## config.mk

```make
export PLATFORM = sky130hd
export DESIGN_NAME = mem_arbiter_ctrl_flat
export DESIGN_NICKNAME = d
export VERILOG_FILES = /design/src/rtl/mem_arbiter_ctrl_if.sv /design/src/rtl/mem_arbiter_ctrl.sv /design/src/flat_wrapper.sv
export SDC_FILE = /design/constraint.sdc
export NUM_CORES = 1
export LEC_CHECK = 0
export ABC_AREA = 1
export CAP_MARGIN = 20
export CELL_PAD_IN_SITES_DETAIL_PLACEMENT = 1
export CELL_PAD_IN_SITES_GLOBAL_PLACEMENT = 1
export CORE_ASPECT_RATIO = 1.5
export CORE_UTILIZATION = 39
export DETAILED_ROUTE_END_ITERATION = 8
export PLACE_DENSITY_LB_ADDON = 0.1
export REMOVE_ABC_BUFFERS = 1
export SLEW_MARGIN = 20
export SYNTH_ARGS = -nofsm -noshare
export SYNTH_HDL_FRONTEND = slang
export SYNTH_SLANG_ARGS = --single-unit
```

## constraint.sdc

```tcl
create_clock -name clk -period 14.82 [get_ports clk]
set_input_delay 4.446 -clock clk [delete_from_list [all_inputs] [get_ports clk]]
set_output_delay 4.446 -clock clk [all_outputs]
set_load 0.03 [all_outputs]
```

## src/rtl/mem_arbiter_ctrl_if.sv

```systemverilog
// mem_arbiter_ctrl_if: bundles the two requester ports and the byte-wide RAM
// port of the memory arbiter. The arbiter uses the slave modport; the master
// modport is the system side (IF unit, MEM stage and the RAM itself).
interface mem_arbiter_ctrl_if #(
  parameter int ADDR_W = 32
);
  logic              if_req;
  logic [ADDR_W-1:0] if_addr;
  logic              if_done;
  logic [31:0]       if_data;

  logic              mem_req;
  logic [ADDR_W-1:0] mem_req_addr;
  logic [31:0]       mem_req_data;
  logic [3:0]        mem_req_type;
  logic              mem_busy;
  logic              mem_done;
  logic [31:0]       mem_rdata;

  logic [7:0]        ram_din;
  logic [7:0]        ram_dout;
  logic [ADDR_W-1:0] ram_a;
  logic              ram_wr;

  modport slave (
    input  if_req, if_addr, mem_req, mem_req_addr, mem_req_data, mem_req_type, ram_din,
    output if_done, if_data, mem_busy, mem_done, mem_rdata, ram_dout, ram_a, ram_wr
  );

  modport master (
    output if_req, if_addr, mem_req, mem_req_addr, mem_req_data, mem_req_type, ram_din,
    input  if_done, if_data, mem_busy, mem_done, mem_rdata, ram_dout, ram_a, ram_wr
  );
endinterface

```

## src/rtl/mem_arbiter_ctrl.sv

```systemverilog
// mem_arbiter_ctrl: arbitrates instruction fetch and MEM-stage accesses onto a
// single byte-wide RAM port, splitting each access into 1/2/4 byte cycles and
// returning extended read data with a one-cycle done pulse.
// Optional feature macro: MEM_ARB_ROUND_ROBIN_EN -- when defined, simultaneous
// requests alternate using a last_owner flop; otherwise MEM always beats IF.
module mem_arbiter_ctrl #(
  parameter int ADDR_W = 32
) (
  input  logic                clk,
  input  logic                rst,
  mem_arbiter_ctrl_if.slave   bus
);

  typedef enum logic [2:0] {
    ST_IDLE    = 3'd0,
    ST_RD      = 3'd1,
    ST_RD_LAST = 3'd2,
    ST_WR      = 3'd3,
    ST_DONE    = 3'd4
  } state_t;

  localparam logic OWN_IF  = 1'b0;
  localparam logic OWN_MEM = 1'b1;
  localparam logic [ADDR_W-1:0] ADDR_ONE = {{(ADDR_W-1){1'b0}}, 1'b1};

  // Request type decode: {valid, store, sign_extend, size(N-1)}
  function automatic logic [4:0] decode_type(input logic [3:0] t);
    case (t)
      4'd1:    decode_type = 5'b1_0_1_00;  // LB
      4'd2:    decode_type = 5'b1_0_1_01;  // LH
      4'd3:    decode_type = 5'b1_0_0_11;  // LW
      4'd4:    decode_type = 5'b1_0_0_01;  // LHU
      4'd5:    decode_type = 5'b1_0_0_00;  // LBU
      4'd6:    decode_type = 5'b1_1_0_00;  // SB
      4'd7:    decode_type = 5'b1_1_0_01;  // SH
      4'd8:    decode_type = 5'b1_1_0_11;  // SW
      default: decode_type = 5'b0_0_0_00;
    endcase
  endfunction

  // Sign/zero extension of an assembled load to 32 bits
  function automatic logic [31:0] extend(input logic [31:0] raw, input logic [1:0] size,
                                         input logic sext);
    case (size)
      2'd0:    extend = {{24{sext & raw[7]}}, raw[7:0]};
      2'd1:    extend = {{16{sext & raw[15]}}, raw[15:0]};
      default: extend = raw;
    endcase
  endfunction

  state_t            state_r, state_s;
  logic [1:0]        cnt_r, cnt_s;
  logic [1:0]        size_r, size_s;
  logic              sext_r, sext_s;
  logic              owner_r, owner_s;
  logic [31:0]       data_r, data_s;
  logic [31:0]       acc_r, acc_s;
  logic              if_done_r, if_done_s;
  logic [31:0]       if_data_r, if_data_s;
  logic              mem_busy_r, mem_busy_s;
  logic              mem_done_r, mem_done_s;
  logic [31:0]       mem_rdata_r, mem_rdata_s;
  logic [7:0]        ram_dout_r, ram_dout_s;
  logic [ADDR_W-1:0] ram_a_r, ram_a_s;
  logic              ram_wr_r, ram_wr_s;

  logic [4:0]        mem_dec_s;
  logic              mem_valid_s;
  logic              grant_mem_s;
  logic              grant_if_s;

`ifdef MEM_ARB_ROUND_ROBIN_EN
  logic              last_owner_r;
`endif

  // Arbitration: decide which requester would be granted if the FSM is idle
  always_comb begin
    mem_dec_s   = decode_type(bus.mem_req_type);
    mem_valid_s = bus.mem_req & mem_dec_s[4];
`ifdef MEM_ARB_ROUND_ROBIN_EN
    if (mem_valid_s && bus.if_req) begin
      grant_mem_s = (last_owner_r == OWN_IF);
    end else begin
      grant_mem_s = mem_valid_s;
    end
`else
    grant_mem_s = mem_valid_s;
`endif
    grant_if_s = bus.if_req & ~grant_mem_s;
  end

  // Next-state and next-output logic of the access sequencer
  always_comb begin
    state_s     = state_r;
    cnt_s       = cnt_r;
    size_s      = size_r;
    sext_s      = sext_r;
    owner_s     = owner_r;
    data_s      = data_r;
    acc_s       = acc_r;
    if_done_s   = 1'b0;
    if_data_s   = if_data_r;
    mem_done_s  = 1'b0;
    mem_rdata_s = mem_rdata_r;
    ram_dout_s  = ram_dout_r;
    ram_a_s     = ram_a_r;
    ram_wr_s    = 1'b0;

    case (state_r)
      ST_IDLE: begin
        if (grant_mem_s) begin
          owner_s = OWN_MEM;
          size_s  = mem_dec_s[1:0];
          sext_s  = mem_dec_s[2];
          data_s  = bus.mem_req_data;
          ram_a_s = bus.mem_req_addr;
          cnt_s   = 2'd0;
          acc_s   = 32'h0000_0000;
          if (mem_dec_s[3]) begin
            state_s    = ST_WR;
            ram_dout_s = bus.mem_req_data[7:0];
            ram_wr_s   = 1'b1;
          end else begin
            state_s    = ST_RD;
          end
        end else if (grant_if_s) begin
          owner_s = OWN_IF;
          size_s  = 2'd3;
          sext_s  = 1'b0;
          ram_a_s = bus.if_addr;
          cnt_s   = 2'd0;
          acc_s   = 32'h0000_0000;
          state_s = ST_RD;
        end else begin
          state_s = ST_IDLE;
        end
      end

      ST_RD: begin
        // Byte cnt-1 arrives now, one cycle behind its address
        if (cnt_r != 2'd0) begin
          acc_s[{cnt_r - 2'd1, 3'b000} +: 8] = bus.ram_din;
        end else begin
          acc_s = acc_r;
        end
        if (cnt_r == size_r) begin
          state_s = ST_RD_LAST;
        end else begin
          cnt_s   = cnt_r + 2'd1;
          ram_a_s = ram_a_r + ADDR_ONE;
        end
      end

      ST_RD_LAST: begin
        acc_s[{cnt_r, 3'b000} +: 8] = bus.ram_din;
        state_s = ST_DONE;
        if (owner_r == OWN_IF) begin
          if_done_s = 1'b1;
          if_data_s = acc_s;
        end else begin
          mem_done_s  = 1'b1;
          mem_rdata_s = extend(acc_s, size_r, sext_r);
        end
      end

      ST_WR: begin
        if (cnt_r == size_r) begin
          state_s     = ST_DONE;
          mem_done_s  = 1'b1;
          mem_rdata_s = 32'h0000_0000;
        end else begin
          cnt_s      = cnt_r + 2'd1;
          ram_a_s    = ram_a_r + ADDR_ONE;
          ram_dout_s = data_r[{cnt_s, 3'b000} +: 8];
          ram_wr_s   = 1'b1;
        end
      end

      ST_DONE: begin
        state_s = ST_IDLE;
      end

      default: begin
        state_s = ST_IDLE;
      end
    endcase

    mem_busy_s = (state_s != ST_IDLE);
  end

  // State, latched transaction context and registered outputs
  always_ff @(posedge clk or posedge rst) begin
    if (rst) begin
      state_r     <= ST_IDLE;
      cnt_r       <= 2'd0;
      size_r      <= 2'd0;
      sext_r      <= 1'b0;
      owner_r     <= OWN_IF;
      data_r      <= 32'h0000_0000;
      acc_r       <= 32'h0000_0000;
      if_done_r   <= 1'b0;
      if_data_r   <= 32'h0000_0000;
      mem_busy_r  <= 1'b0;
      mem_done_r  <= 1'b0;
      mem_rdata_r <= 32'h0000_0000;
      ram_dout_r  <= 8'h00;
      ram_a_r     <= {ADDR_W{1'b0}};
      ram_wr_r    <= 1'b0;
    end else begin
      state_r     <= state_s;
      cnt_r       <= cnt_s;
      size_r      <= size_s;
      sext_r      <= sext_s;
      owner_r     <= owner_s;
      data_r      <= data_s;
      acc_r       <= acc_s;
      if_done_r   <= if_done_s;
      if_data_r   <= if_data_s;
      mem_busy_r  <= mem_busy_s;
      mem_done_r  <= mem_done_s;
      mem_rdata_r <= mem_rdata_s;
      ram_dout_r  <= ram_dout_s;
      ram_a_r     <= ram_a_s;
      ram_wr_r    <= ram_wr_s;
    end
  end

`ifdef MEM_ARB_ROUND_ROBIN_EN
  // Remember who won the most recent grant so a tie goes to the other side
  always_ff @(posedge clk or posedge rst) begin
    if (rst) begin
      last_owner_r <= OWN_IF;
    end else if ((state_r == ST_IDLE) && (grant_mem_s || grant_if_s)) begin
      last_owner_r <= grant_mem_s;
    end else begin
      last_owner_r <= last_owner_r;
    end
  end
`endif

  assign bus.if_done   = if_done_r;
  assign bus.if_data   = if_data_r;
  assign bus.mem_busy  = mem_busy_r;
  assign bus.mem_done  = mem_done_r;
  assign bus.mem_rdata = mem_rdata_r;
  assign bus.ram_dout  = ram_dout_r;
  assign bus.ram_a     = ram_a_r;
  assign bus.ram_wr    = ram_wr_r;

endmodule

```

## src/flat_wrapper.sv

```systemverilog
// flat-port wrapper written by rule: the top's interface ports become plain ports
module mem_arbiter_ctrl_flat 
#(
  parameter int ADDR_W = 32
)
  (clk, rst, bus_if_req, bus_if_addr, bus_mem_req, bus_mem_req_addr, bus_mem_req_data, bus_mem_req_type, bus_ram_din, bus_if_done, bus_if_data, bus_mem_busy, bus_mem_done, bus_mem_rdata, bus_ram_dout, bus_ram_a, bus_ram_wr);
  mem_arbiter_ctrl_if #(.ADDR_W(ADDR_W)) bus_i ();
  input  logic clk;
  input  logic rst;
  input wire logic [$bits(bus_i.if_req)-1:0] bus_if_req;
  input wire logic [$bits(bus_i.if_addr)-1:0] bus_if_addr;
  input wire logic [$bits(bus_i.mem_req)-1:0] bus_mem_req;
  input wire logic [$bits(bus_i.mem_req_addr)-1:0] bus_mem_req_addr;
  input wire logic [$bits(bus_i.mem_req_data)-1:0] bus_mem_req_data;
  input wire logic [$bits(bus_i.mem_req_type)-1:0] bus_mem_req_type;
  input wire logic [$bits(bus_i.ram_din)-1:0] bus_ram_din;
  output wire logic [$bits(bus_i.if_done)-1:0] bus_if_done;
  output wire logic [$bits(bus_i.if_data)-1:0] bus_if_data;
  output wire logic [$bits(bus_i.mem_busy)-1:0] bus_mem_busy;
  output wire logic [$bits(bus_i.mem_done)-1:0] bus_mem_done;
  output wire logic [$bits(bus_i.mem_rdata)-1:0] bus_mem_rdata;
  output wire logic [$bits(bus_i.ram_dout)-1:0] bus_ram_dout;
  output wire logic [$bits(bus_i.ram_a)-1:0] bus_ram_a;
  output wire logic [$bits(bus_i.ram_wr)-1:0] bus_ram_wr;
  assign bus_i.if_req = bus_if_req;
  assign bus_i.if_addr = bus_if_addr;
  assign bus_i.mem_req = bus_mem_req;
  assign bus_i.mem_req_addr = bus_mem_req_addr;
  assign bus_i.mem_req_data = bus_mem_req_data;
  assign bus_i.mem_req_type = bus_mem_req_type;
  assign bus_i.ram_din = bus_ram_din;
  assign bus_if_done = bus_i.if_done;
  assign bus_if_data = bus_i.if_data;
  assign bus_mem_busy = bus_i.mem_busy;
  assign bus_mem_done = bus_i.mem_done;
  assign bus_mem_rdata = bus_i.mem_rdata;
  assign bus_ram_dout = bus_i.ram_dout;
  assign bus_ram_a = bus_i.ram_a;
  assign bus_ram_wr = bus_i.ram_wr;
  mem_arbiter_ctrl #(.ADDR_W(ADDR_W)) u_core (.clk(clk), .rst(rst), .bus(bus_i));
endmodule
```

==> results of run 1 <==
final cells by class:
cell class	instances	area, sq um	area share
clock inverter	9	80.1	0.00614
clock buffer	22	464	0.0356
inverter	151	576	0.0441
multi-input combinational	1039	4740	0.364
sequential	181	4530	0.347
tap	328	410	0.0315
timing repair buffer	225	2240	0.172
stage by stage:
step / hold WS, ps / setup WS (ps)
floorplan: 444 / 5460
global placement: 454 / 7540
detailed placement: 457 / 7450
CTS: 475 / 7920
global route: 501 / 7660
finish: 474 / 7960
power breakdown:
part           total (mW)  internal, mW  switching (mW)
combinational        1.49         0.489           0.999
sequential          0.848         0.683           0.165
clock               0.432         0.238           0.194
kinds of logic after synthesis:
logic type,Yosys count,synth area share
xor gates and xnor gates,1,0.000864
adders and majority gates,9,0.0111
AOI/OAI and AO/OA,291,0.157
buffers and inverters,216,0.0861
DFF,181,0.447
and+or+nand+nor,738,0.298
metal layers:
metal	share of wire	vias up	track usage
li1	-	4961	-
met1	0.40	5001	0.307
met2	0.53	245	0.495
met3	0.033	80	0.0368
met4	0.041	0	0.137
met5	0	-	0
worst max path at each step:
stage / slack (ps) / endpoint
global route: 7660 / u_core.bus.ram_dout[3]
CTS: 7920 / u_core.bus.ram_dout[2]
finish: 7960 / u_core.bus.ram_dout[2]
detailed placement: 7450 / u_core.bus.ram_dout[2]
global placement: 7540 / u_core.bus.ram_dout[4]
floorplan: 5460 / u_core.acc_r[0]
worst register-to-register path, cell delays in order (launching register included):
cell	delay, ps
dfrtp_1	330
buf_4	420
inv_2	310
ha_1	880
inv_1	540
nor2_2	500
nand2_1	110
nand2_1	120
nand4_1	110
nand3_2	320
o211ai_1	170
nand2_1	100
Yosys cell counts:
cell	n
clkbuf_2	1
inv_2	11
buf_2	29
o31ai_1	1
ha_1	9
a21oi_1	36
inv_4	1
nor2_4	5
dfrtp_1	181
nor3_1	5
a22oi_1	11
clkinv_1	1
buf_4	4
nor2_1	109
buf_6	1
nand3_4	2
o21ai_0	144
nand3_2	3
nand4_1	6
o21bai_1	3
o211ai_1	24
a31oi_1	8
o21ai_1	45
nand2_4	1
xor2_1	1
o22ai_1	17
or2_2	1
nand2_2	7
clkbuf_1	28
nor2_2	3
nand2_1	514
a32oi_1	2
buf_1	2
nand3b_1	5
inv_1	138
nand3_1	77
sequential cells by signal, indices dropped and copies added (netlist names):
signal / cells
u_core.acc_r: 32
u_core.bus.if_data: 32
u_core.bus.mem_rdata: 32
u_core.bus.ram_a: 32
u_core.data_r: 32
u_core.bus.ram_dout: 8
u_core.state_r: 3
u_core.cnt_r: 2
u_core.size_r: 2
u_core.bus.if_done: 1
u_core.bus.mem_busy: 1
u_core.bus.mem_done: 1
u_core.bus.ram_wr: 1
u_core.owner_r: 1
u_core.sext_r: 1
==> run metrics, run 1 <==
outcome=complete, no violations; Die Ht=200 microns; Final Max Tran Viols=0; P&R area growth vs syn=28.5%; Buf/Inv on CP=4; Residual DRC=0; first-pass GRT wire length=55900 microns; crit path launch=bus_mem_req_type[1]; Design Power=2.77 mW; Initial Util=0.401; number of cells on the critical path=13; Post-Syn Area=10100 sq um; clk_skew=12.9 ps; Worst EP arrival=7190 ps; FP Rows=71; DP Area=12500 sq um; R2R setup slack=10860 ps; post-cts sizing count=0; final std cells w/o fill=1955; die area=26700 sq um; I/O Buffers=219; largest net degree at the start of global routing=83; ANT cells=0; static leakage=6.08 nW; CTS HTree Levels=4; endpoints failing hold=0; DPL Wire Length=25300 microns; CP max stage cell=inv_2; nets@finish=1736; grt ovf=0; Fin Setup TNS=0 ps; post-CTS setup buffer count=0; reg2reg start=u_core.cnt_r[0]; Max IR drop VDD=0.102 mV; hold endpoint=u_core.bus.if_data[30]; family with the most delay on the worst path=buffers and inverters; Seq cells post-synth=181; DRT Wirelength=34700 microns; top post-synthesis cells by area=dfrtp_1, nand2_1, o21ai_0; most common cell after layout, fill and taps aside=nand2_1; Worst path max stage delay=630 ps; post-synth top area cell=dfrtp_1; R2R depth=11; vias per cell=5.26; hold path depth=2; Min-Delay Path Class=flop to flop; Skew-Pair Late Insertion Delay=440 ps; FMAX=146 MHz; CP Class=input pin to flop; PD cells=212 nW/um^2; CP endpoint kind=flop; top-area cell type share of the netlist area=0.447; Max Cap Viol=0; hold buffers post-CTS=0; Gate Count Post-Synth=1436; cell at the root of the clock tree=clkbuf_16; GR Util All Layers=0.271; DR pass1 iterations=7; Placed Cells=1924; FILL cells=3248; TritonCTS sink count=181; Critical R2R Capture=u_core.bus.mem_rdata[28]; Syn. warnings=0; violation count after the first detailed-route iteration=420; Syn Area/Cell=7.06 sq um; share of layout cells above drive strength 1=0.0424; TritonCTS clock tree=built; Die X=134 microns; Yosys cell types=36; clock period minus worst slack=6860 ps; Setup crit start kind=input pin; Num CTS Buffers=17; crit-path most repeated cell=nand2_1; worst-path fanout max=46; Slew headroom=0.401; number of global-route vias before repair=10686; Final Setup Violations=0; highest-count cells in the layout ignoring fill and taps=nand2_1, clkdlybuf4s50_1, dfrtp_1; crit share post-route=0.463; Final Core Density=0.515; GPL Wtd Cong=0.908; RSZ-0062 raised after global routing=no; crit path cell chain=clkdlybuf4s50_1 -> inv_1 -> ha_1 -> nand2_1 -> nand2_1 -> nand2_2 -> nand3_4 -> inv_2 -> nand2_1 -> nand2_4 -> inv_2 -> nand2_1 -> nand2_1; Detail Route Antenna Nets=0; total core area=25300 sq um; vias=10287; post-route cell area=13000 sq um; WL per Instance=17.8 microns; Worst Min Path Start=u_core.bus.if_data[30]; num ports=220; sequential area share after synthesis=0.447; antenna violations before repair=0; Slew @ Worst Pin=895 ps; clock buffer depth=2; critical path required time=15140 ps; clock-pin slew on the worst setup and hold paths=70 ps
Power figures use the tool's default switching activity.
==> inputs of run 2 (changes only) <==
--- a/config.mk
+++ b/config.mk
@@ -10,7 +10,7 @@
 export CELL_PAD_IN_SITES_DETAIL_PLACEMENT = 1
 export CELL_PAD_IN_SITES_GLOBAL_PLACEMENT = 1
 export CORE_ASPECT_RATIO = 1.5
-export CORE_UTILIZATION = 39
+export CORE_UTILIZATION = 37
 export DETAILED_ROUTE_END_ITERATION = 8
 export PLACE_DENSITY_LB_ADDON = 0.1
 export REMOVE_ABC_BUFFERS = 1
==> constraint.sdc (replaced) <==
create_clock -name clk -period 7.15 [get_ports clk]
set_input_delay 2.145 -clock clk [delete_from_list [all_inputs] [get_ports clk]]
set_output_delay 2.145 -clock clk [all_outputs]
set_load 0.03 [all_outputs]
==> run 2 against run 1 <==
Count of clock-buffer cells in the layout is 1 higher. Worst setup slack worse by 5400 ps. Die area is 5.3% higher. Via count is 0.68% lower. Worst hold slack worse by 4.9 ps. Global-route usage is 1.1 points lower. Utilization is 2.4 points lower. First-iteration DRC count is 1.4% lower. Flip-flop and latch count stayed put. Critical endpoint is now u_core.bus.ram_dout[0]. Highest routed layer unchanged.
==> run metrics, run 2 (synthesized netlist as in run 1, its figures left out) <==
outcome=complete, no violations; CP endpoint kind=flop; die area=28100 sq um; antenna violations before repair=1; hold buffers post-CTS=0; static leakage=6.12 nW; Skew-Pair Late Insertion Delay=440 ps; Setup crit start kind=input pin; Die Ht=205 microns; crit path launch=bus_mem_req_type[1]; FMAX=216 MHz; critical path required time=7460 ps; CP Class=input pin to flop; I/O Buffers=219; Design Power=5.87 mW; crit path to=u_core.bus.ram_dout[0]; endpoints failing hold=0; grt ovf=0; post-CTS setup buffer count=0; family with the most delay on the worst path=buffers and inverters; clk_skew=10.1 ps; TritonCTS clock tree=built; share of layout cells above drive strength 1=0.0418; most common cell after layout, fill and taps aside=nand2_1; worst-path fanout max=46; Buf/Inv on CP=4; DPL Wire Length=25200 microns; Max Cap Viol=0; vias=10217; Die X=137 microns; Worst path max stage delay=660 ps; CP max stage cell=inv_2; RSZ-0062 raised after global routing=no; Min-Delay Path Class=flop to flop; Final Setup Violations=0; largest net degree at the start of global routing=104; WL per Instance=17.8 microns; fin worst setup slack=2510 ps; DR pass1 iterations=4; clock period minus worst slack=4640 ps; pre-CTS setup slack=2030 ps; num ports=220; crit-path most repeated cell=nand2_1; Num CTS Buffers=17; violation count after the first detailed-route iteration=414; Residual DRC=0; Fin Setup TNS=0 ps; GPL Wtd Cong=0.881; Detail Route Antenna Nets=0; hold path depth=2; P&R area growth vs syn=29.5%; cell at the root of the clock tree=clkbuf_16; PD cells=447 nW/um^2; FP Rows=73; TritonCTS sink count=181; CTS HTree Levels=4; post-cts sizing count=0; Slew @ Worst Pin=879 ps; R2R depth=10; first-pass GRT wire length=55800 microns; number of global-route vias before repair=10626; R2R setup slack=3260 ps; clock-pin slew on the worst setup and hold paths=70 ps; Max IR drop VDD=0.224 mV; crit path cell chain=clkdlybuf4s50_1 -> inv_1 -> ha_1 -> nand2_1 -> nand2_1 -> nand2_2 -> nand3_4 -> inv_2 -> nand2_1 -> nand2_4 -> inv_2 -> nand2_1 -> nand2_1; clock buffer depth=2; GR Util All Layers=0.260; DP Area=12500 sq um; total core area=26800 sq um; Final Max Tran Viols=0; WHS=469 ps; crit share post-route=0.649; highest-count cells in the layout ignoring fill and taps=nand2_1, clkdlybuf4s50_1, dfrtp_1; Slew headroom=0.414; Worst EP arrival=4950 ps; reg2reg start=u_core.cnt_r[0]; Initial Util=0.379; post-route cell area=13100 sq um; DRT Wirelength=35000 microns; vias per cell=5.20; nets@finish=1735; Critical R2R Capture=u_core.bus.mem_rdata[24]; number of cells on the critical path=13
run 2: cell count changes in the layout (fill, tap and decap cells not counted):
cell / change
bufinv_16: +3
clkinv_2: -3
buf_4: -2
buf_12: +1
clkbuf_8: +1
clkinvlp_4: -1
diode_2: +1
inv_6: -1
inv_8: +1
run 2: report_power, final:
part           internal, mW  leakage (nW)  switching (mW)
Sequential             1.41          2.34           0.349
Clock                 0.611         0.295           0.405
Combinational          1.01          3.49            2.08
run 2: worst min-delay path by stage:
stage,end,startpoint,slack [ps]
floorplan,u_core.data_r[14],u_core.data_r[14],440
global placement,u_core.bus.if_data[30],u_core.bus.if_data[30],460
detailed placement,u_core.bus.if_data[30],u_core.bus.if_data[30],460
CTS,u_core.bus.if_data[30],u_core.bus.if_data[30],480
global route,u_core.bus.mem_rdata[13],u_core.bus.mem_rdata[13],510
finish,u_core.bus.if_data[30],u_core.bus.if_data[30],470
run 2: layout make-up:
class	count	area (sq um)
multi-input cells	1039	4740
diodes	1	2.50
clock inverters	8	148
inverters	151	578
well taps	337	422
flip-flops and latches	181	4530
fillers	3407	13600
repair buffers	224	2240
clock buffers	23	478
run 2: metal layers:
layer	vias to the layer above	wire length (microns)	track usage
met1	4972	13800	0.297
met2	220	18700	0.476
met5	-	0	0
met3	60	1340	0.0349
met4	0	1220	0.114
li1	4965	-	-
run 2: tightest hold or removal path: stages (launching register included):
cell and delay, ps:
dfrtp_1 340, nand2_1 50, nand2_1 40
run 2: through the flow:
| step | std cells | util |
|---|---|---|
| CTS | 1963 | 0.491 |
| global placement | 1932 | 0.467 |
| finish | 1964 | 0.491 |
| floorplan | 1371 | - |
| global route | 1964 | 0.491 |
| detailed placement | 1932 | 0.467 |
